File: src/rtl/if_fetch_queue.sv
// Fetch front end: sequential ICache reads into a QUEUE_DEPTH FIFO, drained to IF/ID via inst_valid/inst_ready.
// Latency done->inst_valid is 1 cycle, or 0 when IFQ_BYPASS_EN is defined; fetch pauses while queue+inflight is full.
module if_fetch_queue #(
  parameter int                ADDR_W      = 32,
  parameter int                INST_W      = 32,
  parameter int                QUEUE_DEPTH = 4,
  parameter logic [ADDR_W-1:0] RESET_PC    = '0
) (
  input  logic              clk,
  input  logic              rst,
  input  logic              redirect_valid,
  input  logic [ADDR_W-1:0] redirect_pc,
  output logic [1:0]        rw_flag,
  output logic [ADDR_W-1:0] addr,
  output logic [INST_W-1:0] write_data,
  output logic [3:0]        write_mask,
  input  logic [INST_W-1:0] read_data,
  input  logic              icache_busy,
  input  logic              icache_done,
  output logic              inst_valid,
  output logic [INST_W-1:0] inst,
  output logic [ADDR_W-1:0] inst_pc,
  input  logic              inst_ready,
  output logic              stall_req
);

  localparam int PTR_W   = $clog2(QUEUE_DEPTH);
  localparam int CNT_W   = PTR_W + 1;
  localparam int PC_STEP = INST_W / 8;

  typedef enum logic [1:0] {
    S_IDLE    = 2'd0,
    S_REQ     = 2'd1,
    S_WAIT    = 2'd2,
    S_DISCARD = 2'd3
  } state_t;

  state_t             state_q, state_d;
  logic [ADDR_W-1:0]  fetch_pc_q, fetch_pc_d;
  logic [PTR_W-1:0]   wr_ptr_q, wr_ptr_d;
  logic [PTR_W-1:0]   rd_ptr_q, rd_ptr_d;
  logic [CNT_W-1:0]   count_q, count_d;
  logic [INST_W-1:0]  mem_inst_q [QUEUE_DEPTH];
  logic [ADDR_W-1:0]  mem_pc_q   [QUEUE_DEPTH];

  logic head_vld;
  logic inflight;
  logic resp_take;
  logic bypass_vld;
  logic push;
  logic pop;
  logic space_now;
  logic space_after;

  assign head_vld  = (count_q != '0);
  assign inflight  = (state_q == S_WAIT) || (state_q == S_DISCARD);
  assign resp_take = icache_done && (state_q == S_WAIT);

`ifdef IFQ_BYPASS_EN
  assign bypass_vld = resp_take && !redirect_valid && !head_vld;
`else
  assign bypass_vld = 1'b0;
`endif

  // A bypassed word taken by the consumer never enters the queue.
  assign push = resp_take && !redirect_valid && !(bypass_vld && inst_ready);
  assign pop  = head_vld && inst_ready && !redirect_valid;

  // Queue pointers and occupancy
  always_comb begin
    wr_ptr_d = wr_ptr_q;
    rd_ptr_d = rd_ptr_q;
    count_d  = count_q;
    if (redirect_valid) begin
      wr_ptr_d = '0;
      rd_ptr_d = '0;
      count_d  = '0;
    end else begin
      if (push) wr_ptr_d = wr_ptr_q + PTR_W'(1);
      if (pop)  rd_ptr_d = rd_ptr_q + PTR_W'(1);
      count_d = count_q + CNT_W'(push) - CNT_W'(pop);
    end
  end

  assign space_now   = (count_q + CNT_W'(inflight)) < CNT_W'(QUEUE_DEPTH);
  assign space_after = count_d < CNT_W'(QUEUE_DEPTH);

  always_ff @(posedge clk or negedge rst) begin
    if (!rst) begin
      wr_ptr_q <= '0;
      rd_ptr_q <= '0;
      count_q  <= '0;
      for (int i = 0; i < QUEUE_DEPTH; i++) begin
        mem_inst_q[i] <= '0;
        mem_pc_q[i]   <= '0;
      end
    end else begin
      wr_ptr_q <= wr_ptr_d;
      rd_ptr_q <= rd_ptr_d;
      count_q  <= count_d;
      if (push) begin
        mem_inst_q[wr_ptr_q] <= read_data;
        mem_pc_q[wr_ptr_q]   <= fetch_pc_q;
      end
    end
  end

  // FSM state register
  always_ff @(posedge clk or negedge rst) begin
    if (!rst) begin
      state_q    <= S_IDLE;
      fetch_pc_q <= RESET_PC;
    end else begin
      state_q    <= state_d;
      fetch_pc_q <= fetch_pc_d;
    end
  end

  // FSM next state
  always_comb begin
    state_d    = state_q;
    fetch_pc_d = fetch_pc_q;
    if (redirect_valid) begin
      fetch_pc_d = redirect_pc;
      // A response landing in the redirect cycle is simply dropped, nothing stays outstanding.
      unique case (state_q)
        S_WAIT:    state_d = icache_done ? S_REQ : S_DISCARD;
        S_DISCARD: state_d = icache_done ? S_REQ : S_DISCARD;
        S_REQ:     state_d = icache_busy ? S_REQ : S_DISCARD;
        default:   state_d = S_REQ;
      endcase
    end else begin
      unique case (state_q)
        S_IDLE: begin
          if (space_now) state_d = S_REQ;
        end
        S_REQ: begin
          if (!icache_busy) state_d = S_WAIT;
        end
        S_WAIT: begin
          if (icache_done) begin
            fetch_pc_d = fetch_pc_q + ADDR_W'(PC_STEP);
            state_d    = space_after ? S_REQ : S_IDLE;
          end
        end
        default: begin
          if (icache_done) state_d = space_after ? S_REQ : S_IDLE;
        end
      endcase
    end
  end

  // FSM outputs
  always_comb begin
    rw_flag = {1'b0, (state_q == S_REQ)};
    addr    = fetch_pc_q;
  end

  assign write_data = '0;
  assign write_mask = '0;

  always_comb begin
    inst_valid = head_vld || bypass_vld;
    inst       = '0;
    inst_pc    = '0;
    if (bypass_vld) begin
      inst    = read_data;
      inst_pc = fetch_pc_q;
    end else if (head_vld) begin
      inst    = mem_inst_q[rd_ptr_q];
      inst_pc = mem_pc_q[rd_ptr_q];
    end
  end

  assign stall_req = !inst_valid;

endmodule

File: config.mk
export PLATFORM = sky130hd
export DESIGN_NAME = if_fetch_queue
export DESIGN_NICKNAME = d
export VERILOG_FILES = /design/src/rtl/if_fetch_queue.sv
export SDC_FILE = /design/constraint.sdc
export NUM_CORES = 1
export LEC_CHECK = 0
export CAP_MARGIN = 20
export CORE_ASPECT_RATIO = 1.2
export CORE_UTILIZATION = 45
export DETAILED_ROUTE_END_ITERATION = 10
export HOLD_SLACK_MARGIN = 0.03
export PLACE_DENSITY = 0.7
export SYNTH_ARGS = -nofsm -noshare
export SYNTH_HDL_FRONTEND = slang
export SYNTH_SLANG_ARGS = --single-unit
File: constraint.sdc
create_clock -name clk -period 2.7 [get_ports clk]
set_clock_uncertainty 0.1 [all_clocks]
set_input_delay 0.54 -clock clk [delete_from_list [all_inputs] [get_ports clk]]
set_output_delay 0.54 -clock clk [all_outputs]
set_load 0.02 [all_outputs]
==> impl_results.md <==
- Avg Cell Area, Syn: 14.1 um2
- CP Capture Type: primary output
- Setup CP Type: flip-flop to primary output
- Slew margin rel.: 0.548
- Via density per instance: 5.39
- Pleak: 8.41 nW
- CP top delay family: buffers and inverters
- TritonCTS clock tree: done
- Int Pwr: 9.73 mW
- Reg2reg setup slack: 0.21 ns
- Synth warn: 0
- Number of synthesized flops with an enable pin: 0
- WP buf/inv: 4
- Synth Area in Compound Gates: 0.0151
- Vias in the first global route: 9198
- Syn Inst Count: 989
- N_diodes: 0
- CP most frequent cell: buf_12
- Leading area contributor after synthesis: dfrtp_1
- Unrepaired setup endpoints after global routing: yes
- Final #Nets: 1247
- Dpl ws: -0.186 ns
- Total negative slack: -3.51 ns
- Min Clock Period, post-route: 2.84 ns
- CP max stage cell: dfrtp_4
- Worst R2R Path Depth: 10
- PortBufs: 168
- Met3 wire length: 1840 um
- Final wirelength: 32000 um
- Crit-path max cell delay: 0.51 ns
- Metal-1 WL: 13900 um
- Worst reg2reg path startpoint: count_q[2]$_DFF_PN0_
- PwrDens: 783 nW/um2
- Routability-driven placement congestion ratio: 0.737
- Ys flop type: dfrtp_1
- Worst setup margin: -0.144 ns
- Most common cell in the netlist: dfrtp_1
- Status: complete, but fails checks
- Switching power: 4.00 mW
- Logic pwr share: 0.315
- Rows: 70
- Max Clock Freq: 352 MHz
- DRC: 0
- IO Count: 206
- DR iter-0 viols: 394
- Hold Path Origin: redirect_valid
- Worst skew pair latency: 0.54 ns
- Post-synth ARST share: 1.00
- Reg-to-Reg End: state_q[0]$_DFFE_PN0P_
- Main combinational cell family by area after synthesis: multiplexers
- First-pass GRT wire length: 51200 um
- Unique masters post-synth: 42
- Tcrit/Tclk final: 1.05
- Clock transition at the registers of the reported paths: 0.06 ns
- Sequential fraction of the synthesis area: 0.532
- Final Max Tran Viols: 0
- Synth top area share: 0.532
- Core Region: 30500 um2
- Die W: 163 um
- Grt total ovfl: 0
- Initial antenna violation count: 0
- Sw Ratio: 0.291
- Failing checks: negative setup slack
- Worst-path cell chain: buf_12 > buf_12 > buf_16 > mux4_2 > and2_4 > buf_6
- Wire per inst: 20.2 um
- Fin util: 0.575
- Crit-path max FO: 5
- Worst vdd ir: 670 uV
- Synth top cells by count: 297 x dfrtp_1, 128 x mux2_1, 127 x mux2_2, 65 x and2_1, 64 x mux4_2
- Clock share of power: 0.288
- H-tree depth: 1
- Yosys reg bits: 297
- Hold-critical path depth: 2
- Count of final hold-check violations: 0
- Final setup viols: 58
- Post-detail-place hpwl: 20000 um
- Top Metal Used: met4
- Pre-antenna DRT Iters: 4
- Total number of vias: 8553
- CP Launch Type: flip-flop
- Worst Max-Slew Pin Slew: 0.678 ns
- Total GRT Usage: 0.207
- WP data arrival: 2.20 ns
- CTS Root Cell: clkbuf_16
- Critical Path RT: 2.06 ns
- Largest net degree at the start of global routing: 73
- Sequential Power Share: 0.396
- Mapped cell area: 14000 um2
- DRT antenna net count: 0
- Synth Area in XOR/XNOR: 0.0201
- Hold Path Class: input port to flip-flop
- CTS Buf Count: 31
- Synth Area in Adders: 0.00771
- Clock sink total: 297
- P&R area growth vs syn: 25.5%
- Maximum root-to-sink buffer count: 3
- Number of max-cap violations: 0
- Die ar.: 31700 um2
- Simple-Gate Fraction of Synth Area: 0.0709
- Mux cell area share after synthesis: 0.310
- Worst setup path start: rd_ptr_q[0]$_DFFE_PN0P_
- Synth top area cells: dfrtp_1 53%, mux2_1 10%, mux4_2 10%
- Vert. Die Dim: 195 um
- Met2 wire len: 15800 um
- Share of cells above drive strength 1: 0.344
- Min-Delay Endpoint: rd_ptr_q[0]$_DFFE_PN0P_
- Initial core utilization: 0.458
[state kept, by name, indices dropped and copies added, names as in the netlist]
name and cells:
addr 32, count_q 3, mem_inst_q 128, mem_pc_q 128, rd_ptr_q 2, state_q 2, wr_ptr_q 2
[cell usage in the layout, fill, tap and decap left out, types with 2 or more instances in the layout]
| master | instances |
|---|---|
| nand2_4 | 4 |
| clkbuf_8 | 5 |
| clkinvlp_4 | 2 |
| nand3b_1 | 2 |
| mux2_1 | 128 |
| buf_2 | 17 |
| inv_1 | 9 |
| dlygate4sd2_1 | 2 |
| clkbuf_1 | 9 |
| buf_12 | 24 |
| nand3_1 | 10 |
| conb_1 | 37 |
| nand2_1 | 47 |
| xnor2_1 | 12 |
| buf_6 | 48 |
| o21ai_0 | 5 |
| and3_1 | 6 |
| nor2b_1 | 4 |
| clkdlybuf4s50_1 | 100 |
| nand4_1 | 8 |
| a31oi_1 | 2 |
| nor3_2 | 3 |
| clkbuf_16 | 32 |
| and2_4 | 46 |
| dfrtp_1 | 295 |
| nand2b_1 | 3 |
| buf_16 | 4 |
| dfrtp_4 | 2 |
| mux4_2 | 64 |
| clkinv_2 | 8 |
| nand4b_1 | 2 |
| buf_4 | 18 |
| ha_1 | 7 |
| mux2_2 | 127 |
| o21ai_1 | 27 |
| and2_1 | 19 |
| a21oi_1 | 3 |
| xor2_1 | 20 |
| nor2_1 | 13 |
[area by class of cell]
type,count,area (um2)
clock buffer,45,878
clock inverter,10,55.1
fill,2511,13000
inverter,9,33.8
tap,396,495
sequential,297,7440
timing repair buffer,216,2420
multi-input combinational,614,6200
[power groups by stage]
stage	sequential (mW)	combinational (mW)	clock, mW
3_3_place_gp	5.49	3.73	0
5_1_grt	5.53	4.63	4.23
6_report	5.44	4.33	3.96
3_5_place_dp	5.52	3.77	0
4_1_cts	5.44	4.42	4.05
2_1_floorplan	5.40	2.37	0
[cells by family (layout without fill, tap and decap cells)]
group | Yosys count | count (layout)
flip-flops | 297 | 297
AO/OA/AOI/OAI | 40 | 40
XOR/XNOR | 32 | 32
buffers and inverters | 114 | 280
adder cells (fa/ha/maj) | 8 | 8
AND/OR/NAND/NOR | 177 | 177
multiplexers | 320 | 320
other | 1 | 37
[per-layer routing]
layer / vias to the layer above / GRT usage
met3: 45 / 0.0369
met5: - / 0
met1: 4461 / 0.278
met4: 0 / 0.0460
met2: 231 / 0.349
li1: 3816 / -
[through the flow]
stage                     cell area, um2  hold WS [ns]  total power, mW  instances
after floorplan                    14100         0.144             7.77       1025
after global placement             16200         0.362             9.21       1517
after detailed placement           16200         0.376             9.29       1517
after CTS                          17500         0.172             13.9       1587
after global routing               17500         0.203             14.4       1587
final                              17500         0.190             13.7       1587
[worst max path at each step]
stage	end	depth (start not counted)
4_1_cts	inst_pc[31]	6
6_report	inst_pc[31]	6
3_3_place_gp	state_q[0]$_DFFE_PN0P_	11
5_1_grt	inst_pc[31]	6
2_1_floorplan	state_q[0]$_DFFE_PN0P_	11
3_5_place_dp	state_q[0]$_DFFE_PN0P_	11
[timing repair]
action | CTS | global route
hold buffers | 1 | 0
gates resized for setup | 404 | 2
setup buffers | 8 | 1
hold endpoints to repair | 43 | 0
gates cloned | 6 | 1
endpoints found under the setup margin | 66 | 64
pin swaps | 9 | 0
(Power assumes the default switching activity.)
